--- src/rtl/odesa_pkg.sv ---
// ---------------------------------------------------------------------------
// odesa_pkg
// Shared definitions for the trace / neuron / winner blocks of the SNN
// classifier: width helpers and the scan FSM state encoding.
//   f_clog2(v)       : ceil(log2(v)), never less than 1 (usable as a width)
//   f_tw(w, n)       : trace width = integer bits + fractional bits
//   f_aw(tw, ww, n)  : dot-product width, sized so N products cannot overflow
//   ST_IDLE/ACC/CMP  : scan FSM states
// ---------------------------------------------------------------------------
package odesa_pkg;

    localparam logic [1:0] ST_IDLE = 2'd0;
    localparam logic [1:0] ST_ACC  = 2'd1;
    localparam logic [1:0] ST_CMP  = 2'd2;

    function automatic int f_clog2(input int v);
        int r;
        r = 0;
        for (int x = v - 1; x > 0; x = x >> 1) begin
            r = r + 1;
        end
        return (r < 1) ? 1 : r;
    endfunction

    function automatic int f_tw(input int width, input int nbit);
        return width + nbit;
    endfunction

    function automatic int f_aw(input int tw, input int wwidth, input int ninputs);
        return tw + wwidth + f_clog2(ninputs);
    endfunction

endpackage

--- src/rtl/trace_neuron_if.sv ---
// ---------------------------------------------------------------------------
// trace_neuron_if
// Scan-control and trace-read signals of the trace_neuron block.
//   i_start     : start one scan (single-cycle pulse)
//   o_sel       : trace index requested this cycle
//   i_trace     : trace value for the index requested in the previous cycle
//   o_busy      : scan in progress
//   o_done      : one-cycle pulse when a scan finishes
//   o_spike     : one-cycle pulse coincident with o_done when the neuron fired
//   o_potential : last completed dot-product value
// Modports: slave = the neuron, master = its driver (controller / bench).
// ---------------------------------------------------------------------------
interface trace_neuron_if #(
    parameter int p_sw = 4,
    parameter int p_tw = 16,
    parameter int p_aw = 28
);
    logic            i_start;
    logic [p_sw-1:0] o_sel;
    logic [p_tw-1:0] i_trace;
    logic            o_busy;
    logic            o_done;
    logic            o_spike;
    logic [p_aw-1:0] o_potential;

    modport slave (
        input  i_start, i_trace,
        output o_sel, o_busy, o_done, o_spike, o_potential
    );

    modport master (
        output i_start, i_trace,
        input  o_sel, o_busy, o_done, o_spike, o_potential
    );
endinterface

--- src/rtl/trace_mac.sv ---
// ---------------------------------------------------------------------------
// trace_mac
// Registered unsigned multiply-accumulate: acc <= acc + a*b when enabled,
// acc <= 0 when cleared (clear wins over enable).
//   i_clk   : clock, rising edge
//   i_rst_n : synchronous reset, active-low
//   i_clr   : clear accumulator
//   i_en    : accumulate this cycle
//   i_a     : trace operand (p_tw bits)
//   i_b     : weight operand (p_ww bits)
//   o_acc   : accumulator (p_aw bits)
// ---------------------------------------------------------------------------
module trace_mac #(
    parameter int p_tw = 16,
    parameter int p_ww = 8,
    parameter int p_aw = 28
) (
    input  logic            i_clk,
    input  logic            i_rst_n,
    input  logic            i_clr,
    input  logic            i_en,
    input  logic [p_tw-1:0] i_a,
    input  logic [p_ww-1:0] i_b,
    output logic [p_aw-1:0] o_acc
);
    localparam int PW = p_tw + p_ww;

    logic [PW-1:0]   w_prod;
    logic [p_aw-1:0] r_acc;

    assign w_prod = PW'(i_a) * PW'(i_b);

    always_ff @(posedge i_clk) begin
        if (!i_rst_n) begin
            r_acc <= '0;
        end else if (i_clr) begin
            r_acc <= '0;
        end else if (i_en) begin
            r_acc <= r_acc + p_aw'(w_prod);
        end
    end

    assign o_acc = r_acc;
endmodule

--- src/rtl/trace_neuron.sv ---
// ---------------------------------------------------------------------------
// trace_neuron
// On a start pulse, scans p_ninputs traces through a select/read port with a
// one-cycle read latency, accumulates sum(trace[k]*w[k]), compares it with the
// threshold and emits a one-cycle spike together with done, then holds off new
// scans for p_refrac cycles after a spike.
//   i_clk        : clock, rising edge
//   i_rst_n      : synchronous reset, active-low
//   bus          : trace_neuron_if.slave (start, sel, trace, busy, done,
//                  spike, potential)
//   i_syn_weight : flat weight vector, entry k at [k*p_wwidth +: p_wwidth]
//   i_threshold  : firing threshold, unsigned
// Optional feature: define TRACE_NEURON_THRESH_ADAPT_EN to add an adaptive
// threshold offset (raised by p_thr_step on each spike, decays by 1 on each
// non-firing scan).
// ---------------------------------------------------------------------------
module trace_neuron
    import odesa_pkg::*;
#(
    parameter int p_width    = 8,
    parameter int p_nbit     = 8,
    parameter int p_ninputs  = 16,
    parameter int p_wwidth   = 8,
    parameter int p_refrac   = 4,
    parameter int p_thr_step = 64,
    localparam int TW = f_tw(p_width, p_nbit),
    localparam int AW = f_aw(TW, p_wwidth, p_ninputs)
) (
    input  logic                          i_clk,
    input  logic                          i_rst_n,
    trace_neuron_if.slave                 bus,
    input  logic [p_ninputs*p_wwidth-1:0] i_syn_weight,
    input  logic [AW-1:0]                 i_threshold
);
    localparam int SW = f_clog2(p_ninputs);
    localparam int KW = f_clog2(p_ninputs + 1);   // k runs 0..N inclusive
    localparam int RW = f_clog2(p_refrac + 1);

    logic [1:0]    r_state;
    logic [KW-1:0] r_k;
    logic [SW-1:0] r_sel;
    logic          r_done;
    logic          r_spike;
    logic [AW-1:0] r_potential;
    logic [RW-1:0] r_refrac;

    logic [p_wwidth-1:0] w_weights [p_ninputs];
    logic [SW-1:0]       w_widx;
    logic [p_wwidth-1:0] w_weight;
    logic                w_start_ok;
    logic                w_mac_en;
    logic                w_last_k;
    logic [AW-1:0]       w_acc;
    logic [AW-1:0]       w_thr_eff;
    logic                w_fire;

    genvar gi;
    generate
        for (gi = 0; gi < p_ninputs; gi = gi + 1) begin : g_wunpack
            assign w_weights[gi] = i_syn_weight[gi*p_wwidth +: p_wwidth];
        end
    endgenerate

    // The trace arriving now belongs to the index selected last cycle, so
    // step k pairs with weight k-1.
    assign w_widx     = SW'(r_k - KW'(1));
    assign w_weight   = w_weights[w_widx];
    assign w_start_ok = (r_state == ST_IDLE) && bus.i_start && (r_refrac == '0);
    assign w_mac_en   = (r_state == ST_ACC) && (r_k != '0);
    assign w_last_k   = (r_k == KW'(p_ninputs));

    trace_mac #(
        .p_tw (TW),
        .p_ww (p_wwidth),
        .p_aw (AW)
    ) u_mac (
        .i_clk   (i_clk),
        .i_rst_n (i_rst_n),
        .i_clr   (w_start_ok),
        .i_en    (w_mac_en),
        .i_a     (bus.i_trace),
        .i_b     (w_weight),
        .o_acc   (w_acc)
    );

`ifdef TRACE_NEURON_THRESH_ADAPT_EN
    logic [AW-1:0] r_thr_adj;
    logic [AW:0]   w_thr_sum;
    logic [AW:0]   w_adj_sum;
    logic [AW-1:0] w_adj_inc;

    // Both additions saturate at all-ones rather than wrapping.
    assign w_thr_sum = {1'b0, i_threshold} + {1'b0, r_thr_adj};
    assign w_thr_eff = w_thr_sum[AW] ? '1 : w_thr_sum[AW-1:0];
    assign w_adj_sum = {1'b0, r_thr_adj} + (AW+1)'(p_thr_step);
    assign w_adj_inc = w_adj_sum[AW] ? '1 : w_adj_sum[AW-1:0];

    always_ff @(posedge i_clk) begin
        if (!i_rst_n) begin
            r_thr_adj <= '0;
        end else if (r_state == ST_CMP) begin
            if (w_fire) begin
                r_thr_adj <= w_adj_inc;
            end else if (r_thr_adj != '0) begin
                r_thr_adj <= r_thr_adj - AW'(1);
            end
        end
    end
`else
    assign w_thr_eff = i_threshold;
`endif

    assign w_fire = (w_acc >= w_thr_eff);

    always_ff @(posedge i_clk) begin
        if (!i_rst_n) begin
            r_state     <= ST_IDLE;
            r_k         <= '0;
            r_sel       <= '0;
            r_done      <= 1'b0;
            r_spike     <= 1'b0;
            r_potential <= '0;
            r_refrac    <= '0;
        end else begin
            r_done  <= 1'b0;
            r_spike <= 1'b0;
            // A new spike below overrides this decrement.
            if (r_refrac != '0) begin
                r_refrac <= r_refrac - RW'(1);
            end
            case (r_state)
                ST_IDLE: begin
                    if (w_start_ok) begin
                        r_state <= ST_ACC;
                        r_k     <= '0;
                        r_sel   <= '0;
                    end
                end
                ST_ACC: begin
                    if (w_last_k) begin
                        r_state <= ST_CMP;
                    end else begin
                        r_k <= r_k + KW'(1);
                        // Select holds at N-1 during the final drain step.
                        if (r_k < KW'(p_ninputs - 1)) begin
                            r_sel <= SW'(r_k + KW'(1));
                        end
                    end
                end
                ST_CMP: begin
                    r_potential <= w_acc;
                    r_done      <= 1'b1;
                    r_spike     <= w_fire;
                    if (w_fire) begin
                        r_refrac <= RW'(p_refrac);
                    end
                    r_state <= ST_IDLE;
                    r_sel   <= '0;
                end
                default: begin
                    r_state <= ST_IDLE;
                end
            endcase
        end
    end

    assign bus.o_sel       = r_sel;
    assign bus.o_busy      = (r_state != ST_IDLE);
    assign bus.o_done      = r_done;
    assign bus.o_spike     = r_spike;
    assign bus.o_potential = r_potential;
endmodule
--- src/flat_wrapper.sv ---
// flat-port wrapper written by rule: the top's interface ports become plain ports
module trace_neuron_flat import odesa_pkg::*;
#(
    parameter int p_width    = 8,
    parameter int p_nbit     = 8,
    parameter int p_ninputs  = 16,
    parameter int p_wwidth   = 8,
    parameter int p_refrac   = 4,
    parameter int p_thr_step = 64,
    localparam int TW = f_tw(p_width, p_nbit),
    localparam int AW = f_aw(TW, p_wwidth, p_ninputs)
)
  (i_clk, i_rst_n, i_syn_weight, i_threshold, bus_i_start, bus_i_trace, bus_o_sel, bus_o_busy, bus_o_done, bus_o_spike, bus_o_potential);
  trace_neuron_if bus_i ();
  input  logic i_clk;
  input  logic i_rst_n;
  input  logic [p_ninputs*p_wwidth-1:0] i_syn_weight;
  input  logic [AW-1:0] i_threshold;
  input wire logic [$bits(bus_i.i_start)-1:0] bus_i_start;
  input wire logic [$bits(bus_i.i_trace)-1:0] bus_i_trace;
  output wire logic [$bits(bus_i.o_sel)-1:0] bus_o_sel;
  output wire logic [$bits(bus_i.o_busy)-1:0] bus_o_busy;
  output wire logic [$bits(bus_i.o_done)-1:0] bus_o_done;
  output wire logic [$bits(bus_i.o_spike)-1:0] bus_o_spike;
  output wire logic [$bits(bus_i.o_potential)-1:0] bus_o_potential;
  assign bus_i.i_start = bus_i_start;
  assign bus_i.i_trace = bus_i_trace;
  assign bus_o_sel = bus_i.o_sel;
  assign bus_o_busy = bus_i.o_busy;
  assign bus_o_done = bus_i.o_done;
  assign bus_o_spike = bus_i.o_spike;
  assign bus_o_potential = bus_i.o_potential;
  trace_neuron #(.p_width(p_width), .p_nbit(p_nbit), .p_ninputs(p_ninputs), .p_wwidth(p_wwidth), .p_refrac(p_refrac), .p_thr_step(p_thr_step)) u_core (.i_clk(i_clk), .i_rst_n(i_rst_n), .bus(bus_i), .i_syn_weight(i_syn_weight), .i_threshold(i_threshold));
endmodule
--- config.mk ---
export PLATFORM = sky130hd
export DESIGN_NAME = trace_neuron_flat
export DESIGN_NICKNAME = d
export VERILOG_FILES = /design/src/rtl/odesa_pkg.sv /design/src/rtl/trace_neuron_if.sv /design/src/rtl/trace_mac.sv /design/src/rtl/trace_neuron.sv /design/src/flat_wrapper.sv
export SDC_FILE = /design/constraint.sdc
export NUM_CORES = 1
export LEC_CHECK = 0
export CORE_MARGIN = 2
export CORE_UTILIZATION = 30
export DETAILED_ROUTE_END_ITERATION = 10
export HOLD_SLACK_MARGIN = 0.05
export SLEW_MARGIN = 20
export SYNTH_ARGS = -nofsm -noshare
export SYNTH_HDL_FRONTEND = slang
export SYNTH_SLANG_ARGS = --single-unit
--- constraint.sdc ---
create_clock -name i_clk -period 7.4 [get_ports i_clk]
set_clock_uncertainty 0.05 [all_clocks]
set_input_delay 1.48 -clock i_clk [delete_from_list [all_inputs] [get_ports i_clk]]
set_output_delay 1.48 -clock i_clk [all_outputs]
set_load 0.1 [all_outputs]
==> qor.csv <==
metric;value;unit
status;completed;
num-fill-cells;3188;
place_congestion;0.880;
synthSimpleGateAreaFrac;17.4;%
synth_seq_area_share;15.1;%
detail-route-antenna-nets;0;
vias;8060;
r2r_setup_slack;0.59;ns
max-clock-path-buffers;2;
setup_violations;0;
root_buffer;clkbuf_16;
whs_path_depth;2;
p_leak;5.55;nW
relSlewSlack;31.7;%
via_per_inst;4.79;
initial_core_util;30.3;%
wl_per_cell;15.7;um
diodes;0;
crit_path_start_kind;input port;
cts_resized;0;
peakVddDrop;0.333;mV
synth.distinct_cells;61;
numCtsBuffers;9;
portBuffers;209;
rsz0062_at_grt;false;
rr_worst_depth;22;
syn_nets;1433;
grt-busiest-layer;met2;
layout-drive-gt1-share;7.73;%
synth_cells;1069;
die_w;182;um
crit_type;in -> reg;
gr-usage-all-layers;16.2;%
die_y;182;um
arrival;7.19;ns
synth_area_leader_cell;fa_1;
synth_top_family_by_area;adder cells;
drtIter0Drc;274;
met3_usage;3.13;%
ctsHoldBuffers;0;
hold_path_class;reg -> reg;
placedCellCount;1667;
synthAdderAreaFrac;33.1;%
clock-sinks;72;
synthFlopType;dfxtp_1;
post-cts-setup-buffers;0;
grt_max_degree;45;
fmax;143;MHz
async_flop_share;0;%
grt_pass1_wl;42600;um
max_cap_viol_count;0;
min_from;u_core.bus.o_potential[2];
power_density;372;nW/um^2
ios;210;
met1_usage;18.5;%
synth_compound_area_share;13.7;%
fp-row-count;65;
area_growth;30.4;%
slew_viol_final;0;
hpwl;22800;um
synth_warnings;0;
clock_latency;0.33;ns
fin_setup_tns;0;ns
r2r_end;u_core.u_mac.o_acc[23];
min_period;7.01;ns
min_to;u_core.bus.o_potential[2];
drtPass1Iterations;4;
final_cells;1683;
drc;0;
layout.nets;1640;
path_clk_slew;0.06;ns
crit_path_max_fanout;11;
muxShareOfSynthArea;9.12;%
synth_top_area_share;22.2;%
synth.area.top_cells;fa_1, dfxtp_1, ha_1;
synthXorXnorAreaFrac;2.02;%
rr_startpoint;u_core.r_k[0];
synth_edf_count;0;
die_area;33300;um^2
tritoncts;yes;
first_global_vias;8488;
tightest_slew;1.02;ns
grt_overflow;0;
hold_viol;0;
synth_area;9550;um^2
h-tree-depth;3;
grt_antenna_before_repair;0;
avgSynthCellArea;8.93;um^2
post-route-period-util;94.8;%
routed_wl;26400;um
ys_seq_elements;72;
core_area;31500;um^2
use_met2;31.1;%
worstPathRequired;7.57;ns
end_kind;register;
stage by stage:
step           util, %  hold slack [ns]  setup slack (ns)  area, um^2  power (W)
6_report          39.6            0.413             0.387       12500    0.00463
5_1_grt           39.6            0.443            0.0874       12500    0.00521
4_1_cts           39.6            0.418             0.409       12400    0.00470
3_5_place_dp      38.5            0.409            0.0453       12100    0.00418
3_3_place_gp      38.5            0.404            0.0700       12100    0.00414
2_1_floorplan        -            0.412             0.789        9550    0.00320
flip-flops by register name, summed over array words and instances, names as in the netlist:
| signal | count |
|---|---|
| u_core.bus.o_spike | 1 |
| u_core.bus.o_sel | 4 |
| u_core.r_refrac | 3 |
| u_core.bus.o_potential | 28 |
| u_core.bus.o_done | 1 |
| u_core.r_k | 5 |
| u_core.r_state | 2 |
| u_core.u_mac.o_acc | 28 |
power by group:
part	switching [W]	leakage, nW	total (W)	internal (W)
combinational	0.00209	4.81	0.00372	0.00163
sequential	0.0000215	0.581	0.000423	0.000401
clock	0.000165	0.162	0.000493	0.000328
total	0.00228	5.55	0.00463	0.00235
synthesized netlist by cell type, types with 3 or more instances:
library cell	instances
nand2b_1	6
a211oi_1	10
mux4_2	32
nand4_1	6
a21o_1	18
and4_1	4
o21a_1	4
o21ai_0	15
a21oi_2	9
a21boi_0	28
nand2_1	150
clkbuf_1	15
buf_6	7
fa_1	106
a31oi_1	5
nand3_1	12
and3_1	5
buf_2	11
xnor2_1	9
mux2i_1	15
o21ai_1	10
dfxtp_1	72
a21oi_1	46
buf_4	3
xor2_1	8
nor3_1	8
ha_1	83
a211o_1	6
inv_1	182
a211oi_2	5
nor2b_1	15
and2_1	96
or3_1	3
nor2_1	21
a22o_1	8
o21bai_1	5
area by class of cell:
class	count	area, um^2	share of cell area (%)
clock buffers	10	229	1.84
repair buffers	234	2280	18.3
flip-flops and latches	72	1440	11.6
multi-input cells	776	7200	57.8
clock inverters	6	108	0.864
well taps	402	503	4.04
inverters	183	689	5.54
how the worst max path moves through the flow:
stage	endpoint	startpoint	slack [ns]	depth (start not counted)
final	u_core.u_mac.o_acc[23]	i_syn_weight[96]	0.39	21
after global routing	u_core.u_mac.o_acc[23]	i_syn_weight[117]	0.09	21
after CTS	u_core.u_mac.o_acc[20]	i_syn_weight[100]	0.41	20
after detailed placement	u_core.u_mac.o_acc[20]	i_syn_weight[100]	0.05	20
after global placement	u_core.u_mac.o_acc[20]	i_syn_weight[100]	0.07	20
after floorplan	u_core.u_mac.o_acc[20]	i_syn_weight[100]	0.79	20
routing by layer:
metal | wire length, um | vias up | share of wire (%)
met5 | 0 | - | 0
met4 | 485 | 0 | 1.8
met3 | 1330 | 21 | 5.0
met2 | 14100 | 224 | 54
met1 | 10400 | 3895 | 39
li1 | - | 3920 | -
worst max-delay path, stage by stage:
cell and delay [ns]:
clkdlybuf4s50_1 0.53, mux4_2 0.26, and2_1 0.14, a211oi_2 0.05, a21oi_2 0.51, nand2_1 0.16, fa_1 0.53, inv_1 0.05
fa_1 0.48, fa_1 0.58, inv_1 0.07, fa_1 0.53, inv_1 0.04, ha_1 0.34, nand3_1 0.15, nor3_1 0.08
or3_1 0.38, o21ai_1 0.25, o211ai_1 0.18, xor2_1 0.18, a22o_1 0.21
kinds of logic (layout without fill, tap and decap cells):
family,count (synthesis),after routing
compound gates,187,187
fa+ha+maj,189,189
buf+inv,221,433
xor+xnor,19,19
simple gates,334,334
flops,72,72
mux,47,47
layout by cell type, fill, tap and decap left out, types with 4 or more instances in the layout:
cell / n
a211o_1: 6
a211oi_1: 10
a211oi_2: 5
a21boi_0: 28
a21o_1: 18
a21oi_1: 46
a21oi_2: 9
a22o_1: 8
a31oi_1: 5
and2_1: 96
and3_1: 5
and4_1: 4
buf_4: 25
clkbuf_16: 9
clkdlybuf4s50_1: 209
dfxtp_1: 72
fa_1: 106
ha_1: 83
inv_1: 182
mux2i_1: 15
mux4_2: 32
nand2_1: 150
nand2b_1: 5
nand3_1: 12
nand4_1: 6
nor2_1: 21
nor2b_1: 14
nor3_1: 8
o21a_1: 4
o21ai_0: 15
o21ai_1: 10
o21bai_1: 5
xnor2_1: 9
xor2_1: 8
No activity file was read; power rests on OpenSTA's default activity.
